`src/rtl/elevator_call_register.sv`:
```
// elevator_call_register: latches hall/car button presses and clears the calls served after a door dwell.
// Optional PHANTOM_BTN_MASK_EN removes the nonexistent U4 and D1 hall buttons.
module elevator_call_register #(
  parameter int DWELL_CYCLES = 8,
  parameter int CNT_W        = 4
) (
  input  logic       clk,
  input  logic       reset_n,
  input  logic [3:0] btn_u,
  input  logic [3:0] btn_d,
  input  logic [3:0] btn_f,
  input  logic [3:0] sens,
  input  logic       up,
  input  logic       down,
  input  logic       stop,
  output logic [3:0] call_u,
  output logic [3:0] call_d,
  output logic [3:0] call_f,
  output logic [1:0] floor,
  output logic       any_call,
  output logic       served
);
  typedef enum logic [1:0] {IDLE, DWELL, DONE} state_t;
  state_t           r_state, w_state_nx;
  logic [CNT_W-1:0] r_cnt, w_cnt_nx;
  logic [3:0]       r_sens, r_call_u, r_call_d, r_call_f;
  logic [3:0]       w_mask_u, w_mask_d, w_floor_oh, w_clr_u, w_clr_d, w_clr_f;
  logic [1:0]       r_floor, w_idx;
  logic             r_last_dir, w_valid, w_last, w_served, w_chg, w_others;
`ifdef PHANTOM_BTN_MASK_EN
  assign w_mask_u = 4'b0111;
  assign w_mask_d = 4'b1110;
`else
  assign w_mask_u = 4'b1111;
  assign w_mask_d = 4'b1111;
`endif
  assign w_valid    = $onehot(sens);
  assign w_idx      = sens[3] ? 2'd3 : sens[2] ? 2'd2 : sens[1] ? 2'd1 : 2'd0;
  assign w_last     = r_cnt == CNT_W'(DWELL_CYCLES - 1);
  assign w_served   = (r_state == DWELL) && w_last;
  assign w_chg      = sens != r_sens;
  assign w_floor_oh = 4'b0001 << r_floor;
  // a lone call at this floor is answered in both directions
  assign w_others   = |((r_call_u | r_call_d | r_call_f) & ~w_floor_oh);
  assign w_clr_f    = w_served ? w_floor_oh : 4'b0000;
  assign w_clr_u    = (w_served && (r_last_dir || r_floor == 2'd0 || !w_others)) ? w_floor_oh : 4'b0000;
  assign w_clr_d    = (w_served && (!r_last_dir || r_floor == 2'd3 || !w_others)) ? w_floor_oh : 4'b0000;
  always_comb begin
    w_state_nx = r_state;
    w_cnt_nx   = r_cnt;
    case (r_state)
      IDLE: begin
        w_cnt_nx   = '0;
        w_state_nx = (stop && w_valid) ? DWELL : IDLE;
      end
      DWELL: begin
        w_state_nx = w_last ? DONE : (!stop || w_chg) ? IDLE : DWELL;
        w_cnt_nx   = w_last ? r_cnt : (!stop || w_chg) ? '0 : r_cnt + CNT_W'(1);
      end
      DONE: begin
        w_state_nx = (!stop || w_chg) ? IDLE : DONE;
        w_cnt_nx   = (!stop || w_chg) ? '0 : r_cnt;
      end
      default: begin
        w_state_nx = IDLE;
        w_cnt_nx   = '0;
      end
    endcase
  end
  always_ff @(posedge clk or negedge reset_n) begin
    if (!reset_n) begin
      r_state    <= IDLE;
      r_cnt      <= '0;
      r_sens     <= '0;
      r_floor    <= '0;
      r_last_dir <= 1'b1;
      r_call_u   <= '0;
      r_call_d   <= '0;
      r_call_f   <= '0;
    end else begin
      r_state  <= w_state_nx;
      r_cnt    <= w_cnt_nx;
      r_sens   <= (r_state == IDLE) ? sens : r_sens;
      r_floor  <= w_valid ? w_idx : r_floor;
      r_last_dir <= (up && !down) ? 1'b1 : (down && !up) ? 1'b0 : r_last_dir;
      r_call_u <= ((r_call_u & ~w_clr_u) | btn_u) & w_mask_u;
      r_call_d <= ((r_call_d & ~w_clr_d) | btn_d) & w_mask_d;
      r_call_f <= (r_call_f & ~w_clr_f) | btn_f;
    end
  end
  assign call_u   = r_call_u;
  assign call_d   = r_call_d;
  assign call_f   = r_call_f;
  assign floor    = r_floor;
  assign any_call = |{r_call_u, r_call_d, r_call_f};
  assign served   = w_served;
endmodule

```
`config.mk`:
```
export PLATFORM = sky130hd
export DESIGN_NAME = elevator_call_register
export DESIGN_NICKNAME = d
export VERILOG_FILES = /design/src/rtl/elevator_call_register.sv
export SDC_FILE = /design/constraint.sdc
export NUM_CORES = 1
export LEC_CHECK = 0
export BUFFER_PORTS_ARGS = -buffer_cell sky130_fd_sc_hd__buf_2
export CAP_MARGIN = 20
export CELL_PAD_IN_SITES_DETAIL_PLACEMENT = 1
export CELL_PAD_IN_SITES_GLOBAL_PLACEMENT = 1
export CORE_UTILIZATION = 41
export DETAILED_ROUTE_END_ITERATION = 7
export HOLD_SLACK_MARGIN = 0.08
export PLACE_DENSITY = 0.88
export SLEW_MARGIN = 20
export SYNTH_ARGS = -nofsm -noshare
export SYNTH_HDL_FRONTEND = slang
export SYNTH_SLANG_ARGS = --single-unit
export TNS_END_PERCENT = 5
```
`constraint.sdc`:
```
create_clock -name clk -period 3.7 [get_ports clk]
set_input_delay 0.37 -clock clk [delete_from_list [all_inputs] [get_ports clk]]
set_output_delay 0.37 -clock clk [all_outputs]
set_load 0.02 [all_outputs]
```
==> impl_results.md <==
* CTS max path bufs at 2
* Startpoint Class: input port
* Setup violators final at 0
* EDFF count, synth at 0
* Post-synth cell types at 34
* Crit. End Element: flop
* RSZ-0062 raised after global routing: false
* Die extent in x at 58.3 um
* PortBufs at 36
* CTS Buf Count at 3
* Worst Max-Slew Pin Slew at 0.560 ns
* Fin util at 51.3%
* HP Class: in2reg
* Nets at between 150 and 200
* Largest fanout on the critical path at 4
* Setup TNS at 0 ns
* Largest net degree at the start of global routing at 26
* Max-cap violations at 0
* Hpwl dp at 2360 um
* Critical path class: in2reg
* Hold-fix buffers at CTS at 1
* Leak at 0.671 nW
* CTS tree: done
* VDD IR max at about 200 uV
* CTS root buffer: clkbuf_4
* Ratio of cells with drive above 1 in the final layout at 28.2%
* Mapped Cells at between 100 and 150
* Resized cells post-CTS at 0
* Via count at around 1.1k
* First-pass GRT wire length at just over 5000 um
* Max_slew headroom at 62.7%
* DP Area at roughly 1500 um2
* Crit path time final at approximately 2.2 ns
* Synth-to-Final Area Change at 19.7%
* Period Utilization, post-route at 58.8%
* Vias in the first global route at approximately 1.1k
* Crit-path max cell delay at 0.53 ns
* IO Count at 37
* DR DRC count at 0
* Setup ws final at 1.52 ns
* First-pass DRT Iterations at 3
* Cell Rows at 20
* Max H-tree Level at 1
* Final Hold Slack at about 0.23 ns
* Yosys warns at 0
* Grt total ovfl at 0
* Synthesized cell area at ~1300 um2
* Critical-path cell list: buf_2, inv_1, fa_1, inv_1, ha_1, ha_1, nor3b_1, mux2_2
* Ys flop type: dfrtp_1
* N_diodes at 0
* CP arrival at 2.38 ns
* Slowest-stage cell, CP: fa_1
* Initial antenna violation count at 0
* Mapped Nets at about 160
* Power Density at between 300 and 400 nW/um2
* Reg clk slew, reported paths at 0.13 ns
* Status: finished clean
* Max Freq at about 0.46 GHz
* Die ar. at roughly 3400 um2
* Postcts setup bufs at 0
* Clock Latency Late Sink at around 0.31 ns
* Mean Syn Cell Area at around 9.9 um2
* Die span in y at around 58 um
* GP Congestion at between 0.7 and 0.8
* Cell count after placement at ~210
* Cell Count, Final, Fillers Out at around 210
* Pre-CTS setup slack at 1.16 ns
* Clk sink count at 25
* DRT Wirelength at around 2900 um
* Drt wl/cell at about 14 um
* Async SR Flop Fraction at 100%
* DRT antenna net count at 0
* Register area share after synthesis at roughly half
* Fin area at between 1500 and 2000 um2
* #FFs+latches synth at 25
* Drt via density at a little over 5
* Final Skew at between 0.0015 and 0.002 ns
* Final Hold Fails at 0
* Total Routing Usage GR at roughly a fifth
* Tot Pwr at 0.565 mW
* CP required at slightly below 4 ns
* Starting DRT DRC Count at 30
* Pins Over Slew Limit at 0
* Core footprint at between 3000 and 4000 um2
* Initial core utilization at a little over two fifths
Yosys cell counts, drive strengths merged (3+ instances only):
library cell	number	area (um2)
dfrtp	24	601
o21ai	3	15.0
nor3	6	41.3
nand2	4	15.0
nand3	10	50.1
o22ai	3	18.8
ha	4	50.1
nand4	4	25.0
nor2	19	71.3
inv	8	30.0
xor2	3	26.3
a21o	6	45.0
a21oi	8	40.0
nor2b	5	31.3
mux2	6	67.6
flip-flops by register name (all words and copies together) (netlist names):
name        cells
call_d          4
call_f          4
call_u          4
floor           2
r_cnt           4
r_last_dir      1
r_sens          4
r_state         2
per-layer routing:
| metal | track usage [%] | up-vias | part of all wire [%] |
|---|---|---|---|
| met5 | 0 | - | 0 |
| met4 | 5.10 | 0 | 0.65 |
| met3 | 3.57 | 2 | 2.8 |
| met2 | 34.3 | 17 | 52 |
| met1 | 25.7 | 542 | 45 |
| li1 | - | 538 | - |
power breakdown:
group	switching [mW]	internal, mW
combinational	0.0778	0.0544
clock	0.0771	0.0420
sequential	0.0228	0.290
total	0.178	0.387
path summary, 6_finish.rpt:
check | startpoint | endpoint | slack (ns) | depth (start not counted)
max | sens[0] | floor[0]$_DFFE_PN0N_ | 1.52 | 8
min | btn_f[0] | call_f[0]$_DFF_PN0_ | 0.23 | 2
max reg2reg | r_cnt[0]$_DFFE_PN0P_ | call_d[0]$_DFF_PN0_ | 2.15 | 5
min reg2reg | r_state[1]$_DFF_PN0_ | r_state[0]$_DFF_PN0_ | 0.52 | 1
max in group asynchronous | reset_n | r_last_dir$_DFFE_PN1P_ | 2.75 | 2
min in group asynchronous | reset_n | r_cnt[1]$_DFFE_PN0P_ | 0.57 | 2
cells in the final DEF (no fill, tap or decap), drive strengths merged:
cell type,instances
xnor2,1
clkbuf,4
o2111ai,1
a21oi,8
xor2,3
o211ai,1
dfstp,1
nor3,6
mux2i,1
and3,1
nand2,4
dfrtp,24
nor2b,5
nor2,19
and2b,1
a41oi,1
inv,8
buf,36
mux2,6
ha,4
and2,2
o21ai,3
fa,1
nand4,4
a21o,6
nor3b,1
nand3b,2
nand3,10
o22ai,3
dlygate4sd3,1
and3b,1
nand2b,1
cell families after synthesis:
logic type,count (synthesis),share of synthesized area [%]
flip-flops,25,48.3
AO/OA/AOI/OAI,23,11.1
multiplexers,7,5.97
adder cells (fa/ha/maj),5,5.40
AND/OR/NAND/NOR,57,23.0
buffers and inverters,10,3.56
XOR/XNOR,4,2.70
area by class of cell:
| cell class | instances | area, um2 |
|---|---|---|
| fillers | 362 | 1470 |
| clock buffers | 4 | 26.3 |
| flip-flops and latches | 25 | 627 |
| multi-input cells | 96 | 626 |
| well taps | 44 | 55.1 |
| inverters | 8 | 30.0 |
| repair buffers | 37 | 190 |
worst max-delay path, delay by kind of cell:
kind / cells / cell delay, ns
mux: 1 / 0.39
buf+inv: 3 / 0.22
fa+ha+maj: 3 / 0.97
simple gates: 1 / 0.44
(Power assumes the default switching activity.)
